===== src/rtl/result_drain_sequencer.sv =====
// Host-side run/drain sequencer: kicks the matrix-multiply DUT, waits for it to finish,
// then streams the result words out of the output SRAM through a small credit-checked FIFO.
//
// state     | meaning
// ----------+---------------------------------------------------------------
// IDLE      | waiting for start; all strobes low
// RUN_REQ   | one-cycle dut_run request
// WAIT_HI   | dut_run held until the DUT reports busy (timeout guarded)
// WAIT_LO   | waiting for the DUT to drop busy (timeout guarded)
// DRAIN     | issuing SRAM reads and streaming words until all are accepted
// FINISH    | one-cycle done pulse
module result_drain_sequencer #(
    parameter int ADDR_W         = 12,
    parameter int DATA_W         = 16,
    parameter int FIFO_DEPTH     = 4,
    parameter int TIMEOUT_CYCLES = 65535
) (
    input  logic              clk,
    input  logic              reset_b,
    input  logic              start,
    input  logic [ADDR_W-1:0] result_base_addr,
    input  logic [ADDR_W-1:0] result_count,
    output logic              dut_run,
    input  logic              dut_busy,
    output logic [ADDR_W-1:0] host_sram_read_address,
    output logic              host_sram_read_enable,
    input  logic [DATA_W-1:0] sram_host_read_data,
    output logic [DATA_W-1:0] out_data,
    output logic              out_valid,
    input  logic              out_ready,
    output logic              busy,
    output logic              done,
    output logic              timeout_err
);

    localparam int PTR_W = $clog2(FIFO_DEPTH);
    localparam int CNT_W = PTR_W + 1;
    localparam int TMO_W = $clog2(TIMEOUT_CYCLES + 1);
    localparam logic [TMO_W-1:0] TMO_LOAD = TMO_W'(TIMEOUT_CYCLES - 1);

    typedef enum logic [2:0] {
        S_IDLE,
        S_RUN_REQ,
        S_WAIT_HI,
        S_WAIT_LO,
        S_DRAIN,
        S_FINISH
    } state_t;

    state_t state;
    state_t state_next;

    logic [ADDR_W-1:0] base_q;
    logic [ADDR_W-1:0] count_q;
    logic [ADDR_W-1:0] issued;
    logic [ADDR_W-1:0] accepted;
    logic [TMO_W-1:0]  wait_cnt;
    logic              timeout_err_q;
    logic              inflight;

    logic [DATA_W-1:0] fifo_mem [FIFO_DEPTH];
    logic [PTR_W-1:0]  wr_ptr;
    logic [PTR_W-1:0]  rd_ptr;
    logic [CNT_W-1:0]  fifo_count;

    logic pop;
    logic push;
    logic wait_tc;
    logic timeout_fire;
    logic credit_ok;
    logic rd_issue;
    logic drain_done;

    assign pop     = (fifo_count != '0) && out_ready;
    assign push    = inflight;
    assign wait_tc = (wait_cnt == '0);

    // A word already in flight from the SRAM still needs a slot, so it counts against the credit.
    assign credit_ok  = (fifo_count + CNT_W'(inflight) - CNT_W'(pop)) < CNT_W'(FIFO_DEPTH);
    assign rd_issue   = (state == S_DRAIN) && (issued < count_q) && credit_ok;
    assign drain_done = (accepted + ADDR_W'(pop)) == count_q;

    // Progress wins over the timeout if both happen on the terminal cycle.
    assign timeout_fire = wait_tc &&
                          (((state == S_WAIT_HI) && !dut_busy) ||
                           ((state == S_WAIT_LO) && dut_busy));

    always_ff @(posedge clk or negedge reset_b) begin
        if (!reset_b) begin
            state <= S_IDLE;
        end else begin
            state <= state_next;
        end
    end

    always_comb begin
        state_next = state;
        case (state)
            S_IDLE:    if (start) state_next = S_RUN_REQ;
            S_RUN_REQ: state_next = S_WAIT_HI;
            S_WAIT_HI: begin
                if (dut_busy)     state_next = S_WAIT_LO;
                else if (wait_tc) state_next = S_IDLE;
            end
            S_WAIT_LO: begin
                if (!dut_busy)    state_next = (count_q == '0) ? S_FINISH : S_DRAIN;
                else if (wait_tc) state_next = S_IDLE;
            end
            S_DRAIN:   if (drain_done) state_next = S_FINISH;
            S_FINISH:  state_next = S_IDLE;
            default:   state_next = S_IDLE;
        endcase
    end

    always_comb begin
        dut_run                = (state == S_RUN_REQ) || (state == S_WAIT_HI);
        busy                   = (state != S_IDLE);
        done                   = (state == S_FINISH);
        host_sram_read_enable  = rd_issue;
        host_sram_read_address = rd_issue ? (base_q + issued) : '0;
        out_valid              = (fifo_count != '0);
        out_data               = fifo_mem[rd_ptr];
        timeout_err            = timeout_err_q;
    end

    always_ff @(posedge clk or negedge reset_b) begin
        if (!reset_b) begin
            base_q        <= '0;
            count_q       <= '0;
            issued        <= '0;
            accepted      <= '0;
            wait_cnt      <= '0;
            timeout_err_q <= 1'b0;
            inflight      <= 1'b0;
        end else begin
            if ((state == S_IDLE) && start) begin
                base_q        <= result_base_addr;
                count_q       <= result_count;
                issued        <= '0;
                accepted      <= '0;
                timeout_err_q <= 1'b0;
            end else begin
                if (timeout_fire) timeout_err_q <= 1'b1;
                if (rd_issue)     issued <= issued + ADDR_W'(1);
                if (pop)          accepted <= accepted + ADDR_W'(1);
            end
            inflight <= rd_issue;
            // Down-counter reloads on every state change, so each wait state gets a fresh budget.
            if (state_next != state) begin
                wait_cnt <= TMO_LOAD;
            end else if (!wait_tc) begin
                wait_cnt <= wait_cnt - TMO_W'(1);
            end
        end
    end

    always_ff @(posedge clk or negedge reset_b) begin
        if (!reset_b) begin
            for (int i = 0; i < FIFO_DEPTH; i++) fifo_mem[i] <= '0;
            wr_ptr     <= '0;
            rd_ptr     <= '0;
            fifo_count <= '0;
        end else begin
            if (push) begin
                fifo_mem[wr_ptr] <= sram_host_read_data;
                wr_ptr           <= wr_ptr + PTR_W'(1);
            end
            if (pop) rd_ptr <= rd_ptr + PTR_W'(1);
            case ({push, pop})
                2'b10:   fifo_count <= fifo_count + CNT_W'(1);
                2'b01:   fifo_count <= fifo_count - CNT_W'(1);
                default: fifo_count <= fifo_count;
            endcase
        end
    end

endmodule


===== config.mk =====
export PLATFORM = sky130hd
export DESIGN_NAME = result_drain_sequencer
export DESIGN_NICKNAME = d
export VERILOG_FILES = /design/src/rtl/result_drain_sequencer.sv
export SDC_FILE = /design/constraint.sdc
export NUM_CORES = 1
export LEC_CHECK = 0
export BUFFER_PORTS_ARGS = -buffer_cell sky130_fd_sc_hd__buf_2
export CAP_MARGIN = 20
export CORE_AREA = 2 2 137 139
export CTS_CLUSTER_DIAMETER = 50
export DETAILED_ROUTE_END_ITERATION = 10
export DIE_AREA = 0 0 139 141
export PLACE_DENSITY = 0.65
export SYNTH_ARGS = -nofsm -noshare
export SYNTH_HDL_FRONTEND = slang
export SYNTH_SLANG_ARGS = --single-unit

===== constraint.sdc =====
create_clock -name clk -period 2.9 [get_ports clk]
set_input_delay 0 -clock clk [delete_from_list [all_inputs] [get_ports clk]]
set_output_delay 0 -clock clk [all_outputs]
set_load 0.05 [all_outputs]

; Word level (Yosys, flattened, before mapping)
; Index checks and enable logic that the tools add are counted.
[classes]
reduce_logical = 20
eq_ne = 10
n_addsub = 11
muxes = 23
bitwise_logic = 2
order_cmp = 5
[ops]
columns = cell, n
row1 = 16-bit two-way mux, 5
row2 = 64-bit bitwise mux, 1
row3 = 12-bit two-way mux, 5
row4 = 16-bit binary-select mux with 2-bit select, 1
row5 = 16-bit demux with 2-bit select, 1
row6 = "12-bit by 1-bit adder with 12-bit output, second input constant", 2
row7 = 16-bit logical NOT, 1
row8 = "16-bit by 1-bit subtractor with 16-bit output, second input constant", 1
row9 = 3-bit two-way mux, 5
row10 = 3-bit one-hot mux with 5 select lines, 1
row11 = 12-bit by 1-bit adder with 12-bit output, 1
row12 = 12-bit adder, 1
row13 = 12-bit equality test, 1
row14 = 12-bit logical NOT, 1
row15 = 12-bit less-than comparator, 1
row16 = 1-bit logical AND, 8
row17 = 2-bit nonzero test, 4
row18 = "3-bit by 2-bit equality test with 1-bit output, second input constant", 2
row19 = "3-bit equality test, second input constant", 2
row20 = "3-bit greater-or-equal comparator, second input constant", 2
row21 = 2-bit inverter with 3-bit output, 2
row22 = 3-bit one-hot mux with 2 select lines, 1
row23 = 3-bit nonzero test, 2
row24 = "2-bit by 1-bit adder with 2-bit output, second input constant", 2
row25 = 15 further kinds, 18
[totals]
regBits = 140

; Depth between registers and ports, before layout
; Gate-level depths: netlist of run 1.
[depth]
ltp_word = 8
ltp_mapped = 11
ltp_nobuf = 10

; Worst setup path before layout of run 1
; OpenSTA, ideal clock, no wires.
[synth_timing]
kind = register to output
startpoint = register fifo_count[2]
endpoint = output host_sram_read_address[10]
n_path_buf = 2
arrival_ps = 3123
path_slack_ps = -223
stages_incl_launch_ff = 12
cell_sequence = dfrtp_1 -> o31a_1 -> clkbuf_1 -> ha_1 -> inv_1 -> ha_1 -> a31oi_1 -> xnor2_1 -> nand2_1 -> a21o_1 -> buf_2 -> a31oi_1
[synth_between]
elab_chain_len = 6
word_cells_on_any_way = 7
classes_between = add/sub: 2 / order compare: 1 / mux: 1 / reduce/logical: 3
[synth_rtl]
columns = element, line
row1 = from (decl), 64  ; logic [CNT_W-1:0] fifo_count;
row2 = from (signal assigned), 170  ; 2'b10: fifo_count <= fifo_count + CNT_W'(1);
row3 = from (signal assigned), 171  ; 2'b01: fifo_count <= fifo_count - CNT_W'(1);
row4 = from (signal assigned), 172  ; default: fifo_count <= fifo_count;
row5 = "parallel branches: the longest is 2 deep, another holds 3-bit by 1-bit adder with 3-bit output", --
row6 = 3-bit by 1-bit subtractor with 3-bit output *, 79  ; assign credit_ok = (fifo_count + CNT_W'(inflight) - CNT_W'(pop)) < CNT_W'(FIFO_DEPTH);
row7 = 3-bit less-than comparator *, 79
row8 = 1-bit logical AND *, 80  ; assign rd_issue = (state == S_DRAIN) && (issued < count_q) && credit_ok;
row9 = 12-bit two-way mux *, 120  ; host_sram_read_address = rd_issue ? (base_q + issued) : '0;
row10 = to (decl), 25  ; output logic [ADDR_W-1:0] host_sram_read_address,
; Every way passes the cells marked *.

; Worst setup path in the final report of run 1
[layout_timing]
startpoint = register fifo_count[2]
endpoint = output host_sram_read_address[5]
; The elaborated chain is that of the path after synthesis.

==> summary.txt, run 1 <==
Die
  • Core area: 18300 sq um
  • Io pins: 79
  • Die Y: 141 um
  • Die area: 19600 sq um
  • Initial Util: 43.7%
  • Row count: 50
  • Horiz. Die Dim: 139 um

Synthesis
  • Synth Cell Area: 7980 sq um
  • Seq/Total Area, Yosys: 43.9%
  • Main combinational cell family by area after synthesis: simple AND/OR/NAND/NOR gates
  • Ys async rst share: 100%
  • Fraction of synthesized area in multiplexers: 15.2%
  • Complex-gate fraction of the synthesized area: 9.30%
  • Post-synthesis adder-cell area fraction: 5.96%
  • Post-synth EDFFs: 0
  • Library cells used by synthesis: 74
  • Ys flop type: dfrtp_1
  • Synth Net Count: 830
  • Cells after Synth: 749
  • Synth Warn #: 0
  • Synth Area per Inst: 10.7 sq um
  • Simple-Gate Fraction of Synth Area: 16.8%
  • XOR/XNOR Fraction of Synth Area: 5.49%
  • Post-synthesis register bit count: 140

Drt
  • Detailed Route Iter0 Violations: 273
  • DRC: 0
  • Average vias per placed instance: 5.28
  • Routed vias: 5919
  • Post-detailed-route count of antenna-violating nets: 0
  • Pre-Repair DR Iteration Count: 4
  • Drt total wl: 17200 um
  • WL/cell: 15.3 um

Clock tree
  • CTS buffer count: 17
  • Clock buffer depth: 2
  • TritonCTS sink count: 140
  • Root Driver: clkbuf_16
  • H-tree depth: 4
  • CTS tree: done
  • Clock Pin Slew Worst Setup and Hold Paths: 0.06 ns
  • Clk Latency, worst-skew pair: 0.42 ns

Pwr
  • VDD IR max: 908 uV
  • Leakage: 4.38 nW
  • Total power: 9.95 mW
  • P per Cell Area: 1010 nW/um^2

Final layout
  • Layout cells sized above 1: 28.7%
  • Post-route cell area: 9800 sq um
  • Final nets: 955
  • Final Core Density: 53.7%
  • Diode count: 0
  • Area Growth Syn to Fin: 22.8%

Setup path
  • Maximum fanout along the worst path: 8
  • FF-to-FF path depth: 11
  • R2R setup slack: 0.18 ns
  • Critical path required time: 2.90 ns
  • End of the worst register-to-register path: wait_cnt[10]$_DFFE_PN0P_
  • CP peak stage delay: 0.37 ns
  • CP Cell Sequence: o31a_1 > buf_6 > ha_4 > inv_2 > ha_4 > a31oi_4 > xnor2_2 > nand2_1 > a21o_4 > buf_8 > nor2_4 > buf_6
  • CP max-delay cell: dfrtp_1
  • CP arrival: 2.74 ns
  • Critical R2R Launch: fifo_count[2]$_DFFE_PN0P_
  • CP Class: register to output port
  • Crit end category: output port
  • Startpoint Class: register

Timing
  • Hold Worst Slack: 0.0627 ns
  • FMAX: 0.365 GHz
  • Final setup viols: 0
  • Fin crit period: 2.74 ns
  • Rel. slew slack: 44.2%
  • Worst slew pin tran: 0.836 ns
  • Final Cycle Share: 94.5%
  • RSZ-0062 raised after global routing: no
  • Final hold violation count: 0
  • Clock skew: 0.00967 ns
  • Final Max Slew Viols: 0

Placed design
  • Post-DP Area: 8620 sq um
  • GPL Wtd Cong: 0.790
  • DPL Wire Length: 11400 um
  • Number of port buffers: 78

Outcome
  • Outcome: complete, no violations

Worst hold path
  • Worst Hold End: state[2]$_DFF_PN0_
  • Min-Delay Path Class: input pin to register
  • Worst Hold Depth: 3
  • Hold path start: dut_busy

Global routing
  • First-pass GRT wire length: 28900 um
  • Grt ovf: 0
  • Largest net degree at the start of global routing: 90
  • Initial antenna violation count: 0
  • Vias in the first global route: 5839
  • All-Layer GR Usage: 18.1%

Flow run
  • Max Cap Viol: 0
[area by class of cell]
class,instances,area (sq um)
Multi-Input combinational cell,545,4300
Clock buffer,17,425
Timing Repair Buffer,139,1040
Tap cell,234,293
Fill cell,1621,8460
Sequential cell,140,3500
Clock inverter,14,123
Inverter,31,116
[cells in the mapped netlist, types with 3 or more instances]
cell	count	share of area (%)
nor4_1	13	1.0
mux2i_1	13	1.6
nor2_1	52	2.4
xnor2_1	28	3.1
buf_4	3	0.28
nand4_1	11	0.86
a31oi_1	4	0.31
or4_4	3	0.42
xor2_1	22	2.4
nor3_1	18	1.1
and3_1	6	0.47
and4_1	4	0.44
clkbuf_1	19	0.89
a21oi_2	7	0.77
nand2b_1	7	0.55
nand3_1	17	1.1
dfrtp_1	140	44
and2_1	3	0.24
o31a_1	3	0.33
or4_1	4	0.38
mux2_2	64	9.0
a21oi_1	25	1.6
o21ai_0	30	1.9
inv_1	31	1.5
buf_2	9	0.56
o21a_1	3	0.28
a211oi_1	6	0.56
nor2b_1	6	0.47
a2111o_1	3	0.42
nand2_1	86	4.0
a21o_1	9	0.85
mux4_2	16	4.5
or3_1	6	0.47
ha_1	34	5.3
[cell families (layout without fill, tap and decap cells)]
group | Yosys count | in the layout
fa+ha+maj | 37 | 37
compound gates | 109 | 109
simple gates | 256 | 256
flops | 140 | 140
buf+inv | 64 | 201
xor+xnor | 50 | 50
mux | 93 | 93
[worst max-delay path, delay by kind of cell (launching register included)]
family | cells | cell delay [ns]
buffers and inverters | 4 | 0.50
flip-flops | 1 | 0.37
AND/OR/NAND/NOR | 2 | 0.19
XOR/XNOR | 1 | 0.15
adder cells (fa/ha/maj) | 2 | 0.33
AO/OA/AOI/OAI | 3 | 0.75
[power by group]
group | internal (mW) | total (mW) | switching, mW | leakage (nW)
registers | 2.58 | 3.09 | 0.504 | 1.64
logic | 2.09 | 4.83 | 2.74 | 2.48
clock network | 1.17 | 2.04 | 0.863 | 0.257
[worst max-delay path by stage]
stage | from | endpoint | depth (start not counted)
2_1_floorplan | fifo_count[2]$_DFFE_PN0P_ | host_sram_read_address[10] | 11
3_3_place_gp | fifo_count[2]$_DFFE_PN0P_ | wait_cnt[10]$_DFFE_PN0P_ | 10
3_5_place_dp | fifo_count[2]$_DFFE_PN0P_ | wait_cnt[10]$_DFFE_PN0P_ | 10
4_1_cts | fifo_count[1]$_DFFE_PN0P_ | host_sram_read_address[5] | 12
5_1_grt | issued[1]$_DFFE_PN0P_ | host_sram_read_address[11] | 8
6_report | fifo_count[2]$_DFFE_PN0P_ | host_sram_read_address[5] | 12
[cells in the final DEF (no fill, tap or decap), types with 4 or more instances in the layout]
cell type,synthesis,final
dlygate4sd3_1,0,41
a21oi_1,25,24
a211oi_1,6,6
dfrtp_1,140,139
nand2b_1,7,7
clkbuf_16,0,17
or4_1,4,4
mux2_2,64,64
or3_1,6,6
nor2_4,0,4
nor4_1,13,13
inv_1,31,29
and3_1,6,6
o21ai_0,30,30
nand2_1,86,86
clkinv_2,0,4
a21o_1,9,8
buf_2,9,68
ha_1,34,32
nor2b_1,6,6
and4_1,4,4
xor2_1,22,22
mux2i_1,13,13
buf_6,1,7
buf_4,3,19
a21oi_2,7,8
nor3_1,18,18
nand3_1,17,17
xnor2_1,28,27
mux4_2,16,16
nand4_1,11,11
clkinvlp_4,0,5
nor2_1,52,48
[layer usage]
| metal | track usage (%) | share of wire (%) |
|---|---|---|
| met5 | 0 | 0 |
| met4 | 4.57 | 0.85 |
| met3 | 3.46 | 3.2 |
| met2 | 29.2 | 47 |
| met1 | 25.2 | 49 |
[metrics by stage]
| step | worst slack (ns) | cells | setup TNS [ns] |
|---|---|---|---|
| after floorplan | -0.223 | 749 | -1.02 |
| after global placement | 0.182 | 1040 | 0 |
| after detailed placement | 0.151 | 1040 | 0 |
| final | 0.160 | 1120 | 0 |
| after CTS | 0.0108 | 1119 | 0 |
| after global routing | 0.00356 | 1120 | 0 |
[registers in the layout, indices dropped and copies added (netlist names)]
name,cells
issued,12
base_q,12
fifo_mem,64
timeout_err,1
inflight,1
count_q,12
state,3
wait_cnt,16
wr_ptr,2
rd_ptr,2
fifo_count,3
accepted,12
[what timing repair did]
item                                   4_1_cts  5_1_grt
endpoints found under the hold margin      176        0
gates resized for setup                     23       20
hold buffers                                41        0
pin swaps                                    4        8
buffers inserted                             7        1
setup endpoints to repair                   13       30
Note: power is estimated with default switching activity, not from simulation.
==> run 2: changes to the inputs <==
- CTS_BUF_LIST: not set -> sky130_fd_sc_hd__clkbuf_8
- PLACE_DENSITY: 0.65 -> not set
- RECOVER_POWER: not set -> 25
==> summary.txt, run 2 (synthesized netlist as in run 1, its figures left out) <==
Die
  • Initial Util: 43.7% (unchanged)
  • Io pins: 79 (unchanged)
  • Row count: 50 (unchanged)
  • Die Y: 141 um (unchanged)
  • Die area: 19600 sq um (unchanged)
  • Horiz. Die Dim: 139 um (unchanged)
  • Core area: 18300 sq um (unchanged)

Clock tree
  • H-tree depth: 4 (unchanged)
  • Root Driver: clkbuf_8
  • CTS tree: done
  • Clock Pin Slew Worst Setup and Hold Paths: 0.09 ns (+0.03 ns)
  • TritonCTS sink count: 140 (unchanged)
  • Clk Latency, worst-skew pair: 0.45 ns (+0.03 ns)
  • Clock buffer depth: 2 (unchanged)
  • CTS buffer count: 17 (unchanged)

Timing
  • Worst slew pin tran: 2.02 ns (+1.18 ns)
  • Final hold violation count: 0 (unchanged)
  • RSZ-0062 raised after global routing: yes
  • Clock skew: 0.0147 ns (+0.00501 ns)
  • Rel. slew slack: -34.5% (-79 points)
  • Hold Worst Slack: 0.0161 ns (-0.0466 ns)
  • Final Max Slew Viols: 77 (+77)
  • Setup TNS: 0 ns (unchanged)
  • Fin crit period: 2.81 ns (+0.0725 ns)
  • Final Cycle Share: 97.0% (+2.5 points)
  • FMAX: 0.356 GHz (-2.6%)
  • Setup ws final: 0.0878 ns (-0.0725 ns)
  • Final setup viols: 0 (unchanged)

Final layout
  • Layout cells sized above 1: 29.8% (+1.2 points)
  • Final Core Density: 53.4% (-0.25 points)
  • Area Growth Syn to Fin: 22.3%
  • Most frequent cells in the layout: 139 x dfrtp_1, 85 x nand2_1, 68 x buf_2
  • Diode count: 0 (unchanged)
  • Fill cell count: 1615 (-0.37%)
  • Most common cell after layout, fill and taps aside: dfrtp_1
  • Final nets: 960 (+0.52%)
  • Most flops, register: fifo_mem
  • Post-route cell area: 9760 sq um (-0.46%)
  • Top Registers: fifo_mem x64, wait_cnt x16
  • Max FFs per register: 64 (unchanged)

Setup path
  • Maximum fanout along the worst path: 5 (-3)
  • Startpoint Class: register
  • R2R setup slack: 0.11 ns (-0.07 ns)
  • CP Class: register to output port
  • CP arrival: 2.81 ns (+0.07 ns)
  • FF-to-FF path depth: 11 (unchanged)
  • End of the worst register-to-register path: wait_cnt[6]$_DFFE_PN0P_
  • Critical path required time: 2.90 ns (about the same)
  • Critical R2R Launch: fifo_count[2]$_DFFE_PN0P_
  • Crit end category: output port

Global routing
  • Grt ovf: 0 (unchanged)
  • GRT met1 Usage: 24.9% (-0.37 points)
  • First-pass GRT wire length: 31200 um (+7.7%)
  • Largest net degree at the start of global routing: 78 (-13%)
  • All-Layer GR Usage: 19.5% (+1.4 points)
  • GR peak layer: met2
  • GRT met3 Usage: 3.36% (-0.10 points)
  • Vias in the first global route: 6378 (+9.2%)
  • Initial antenna violation count: 0 (unchanged)
  • Met2 Track Usage GR: 33.8% (+4.6 points)

Pwr
  • Leakage: 4.38 nW (+0.14%)
  • VDD IR max: 914 uV (+0.64%)
  • P per Cell Area: 984 nW/um^2 (-3.1%)

Worst hold path
  • Min-Delay Path Class: input pin to register
  • Hold path start: dut_busy
  • Worst Hold Depth: 4 (+1)
  • Worst Hold End: state[1]$_DFF_PN0_

Placed design
  • Number of port buffers: 78 (unchanged)
  • Post-DP Area: 8650 sq um (+0.35%)
  • GPL Wtd Cong: 0.838 (+6.1%)
  • Post-Place Worst Slack: 0.184 ns (+0.0330 ns)
  • DPL Wire Length: 12400 um (+9.2%)

Outcome
  • Failing checks: capacitance limit, slew limit
  • Outcome: finished, violations left

Drt
  • Pre-Repair DR Iteration Count: 4 (unchanged)
  • Drt total wl: 18400 um (+7.4%)
  • Average vias per placed instance: 5.45 (+3.1%)
  • Routed vias: 6136 (+3.7%)
  • WL/cell: 16.4 um (+6.9%)
  • Post-detailed-route count of antenna-violating nets: 0 (unchanged)
  • DRC: 0 (unchanged)
  • Detailed Route Iter0 Violations: 446 (+63%)

Flow run
  • Max Cap Viol: 1 (+1)
==> run 2: layout make-up <==
class | instances | area, sq um | area share [%]
well taps | 234 | 293 | 3.00
inverters | 31 | 119 | 1.22
multi-input cells | 546 | 4370 | 44.8
clock buffers | 17 | 234 | 2.40
clock inverters | 15 | 151 | 1.55
repair buffers | 143 | 1090 | 11.2
flip-flops and latches | 140 | 3500 | 35.9
==> run 2: where the power goes <==
| part | internal, mW | switching (mW) | total [mW] |
|---|---|---|---|
| logic | 2.15 | 2.79 | 4.94 |
| registers | 2.58 | 0.550 | 3.13 |
| clock network | 0.638 | 0.898 | 1.54 |
==> run 2: how the worst max path moves through the flow <==
stage	start	end	slack [ns]	cells past startpoint
3_5_place_dp	fifo_count[2]$_DFFE_PN0P_	wait_cnt[3]$_DFFE_PN0P_	0.18	10
4_1_cts	fifo_count[1]$_DFFE_PN0P_	host_sram_read_address[10]	0.006	11
3_3_place_gp	fifo_count[2]$_DFFE_PN0P_	wait_cnt[6]$_DFFE_PN0P_	0.24	10
6_report	fifo_count[2]$_DFFE_PN0P_	host_sram_read_address[3]	0.09	12
2_1_floorplan	fifo_count[2]$_DFFE_PN0P_	host_sram_read_address[10]	-0.22	11
5_1_grt	fifo_count[2]$_DFFE_PN0P_	host_sram_read_address[3]	-0.04	12
==> run 2: repair_timing <==
action,in CTS,in global routing
hold endpoints to repair,164,0
setup endpoints to repair,13,28
pin swaps,8,9
gates resized for setup,31,26
setup buffers,5,1
hold buffers,42,0
cloned,1,1
==> run 2: routing by layer <==
layer / vias to the layer above / part of all wire (%)
met5: - / 0
met4: 0 / 1.5
met3: 24 / 3.5
met1: 3016 / 45
met2: 147 / 50
li1: 2949 / -
==> run 2: critical path, cell delays in order (launching register included) <==
cell and delay, ns:
dfrtp_1 0.39, o31a_1 0.33, buf_6 0.13, ha_4 0.14, inv_2 0.06, ha_4 0.20
a31oi_4 0.19, xnor2_2 0.16, nand2_2 0.11, a21o_4 0.24, buf_8 0.15, nor2_4 0.11
buf_8 0.15
==> run 2: per-stage QoR <==
stage          std cells  power, mW
2_1_floorplan        749       6.40
5_1_grt             1126       10.2
6_report            1126       9.60
4_1_cts             1124       9.49
3_5_place_dp        1044       7.45
3_3_place_gp        1044       7.26
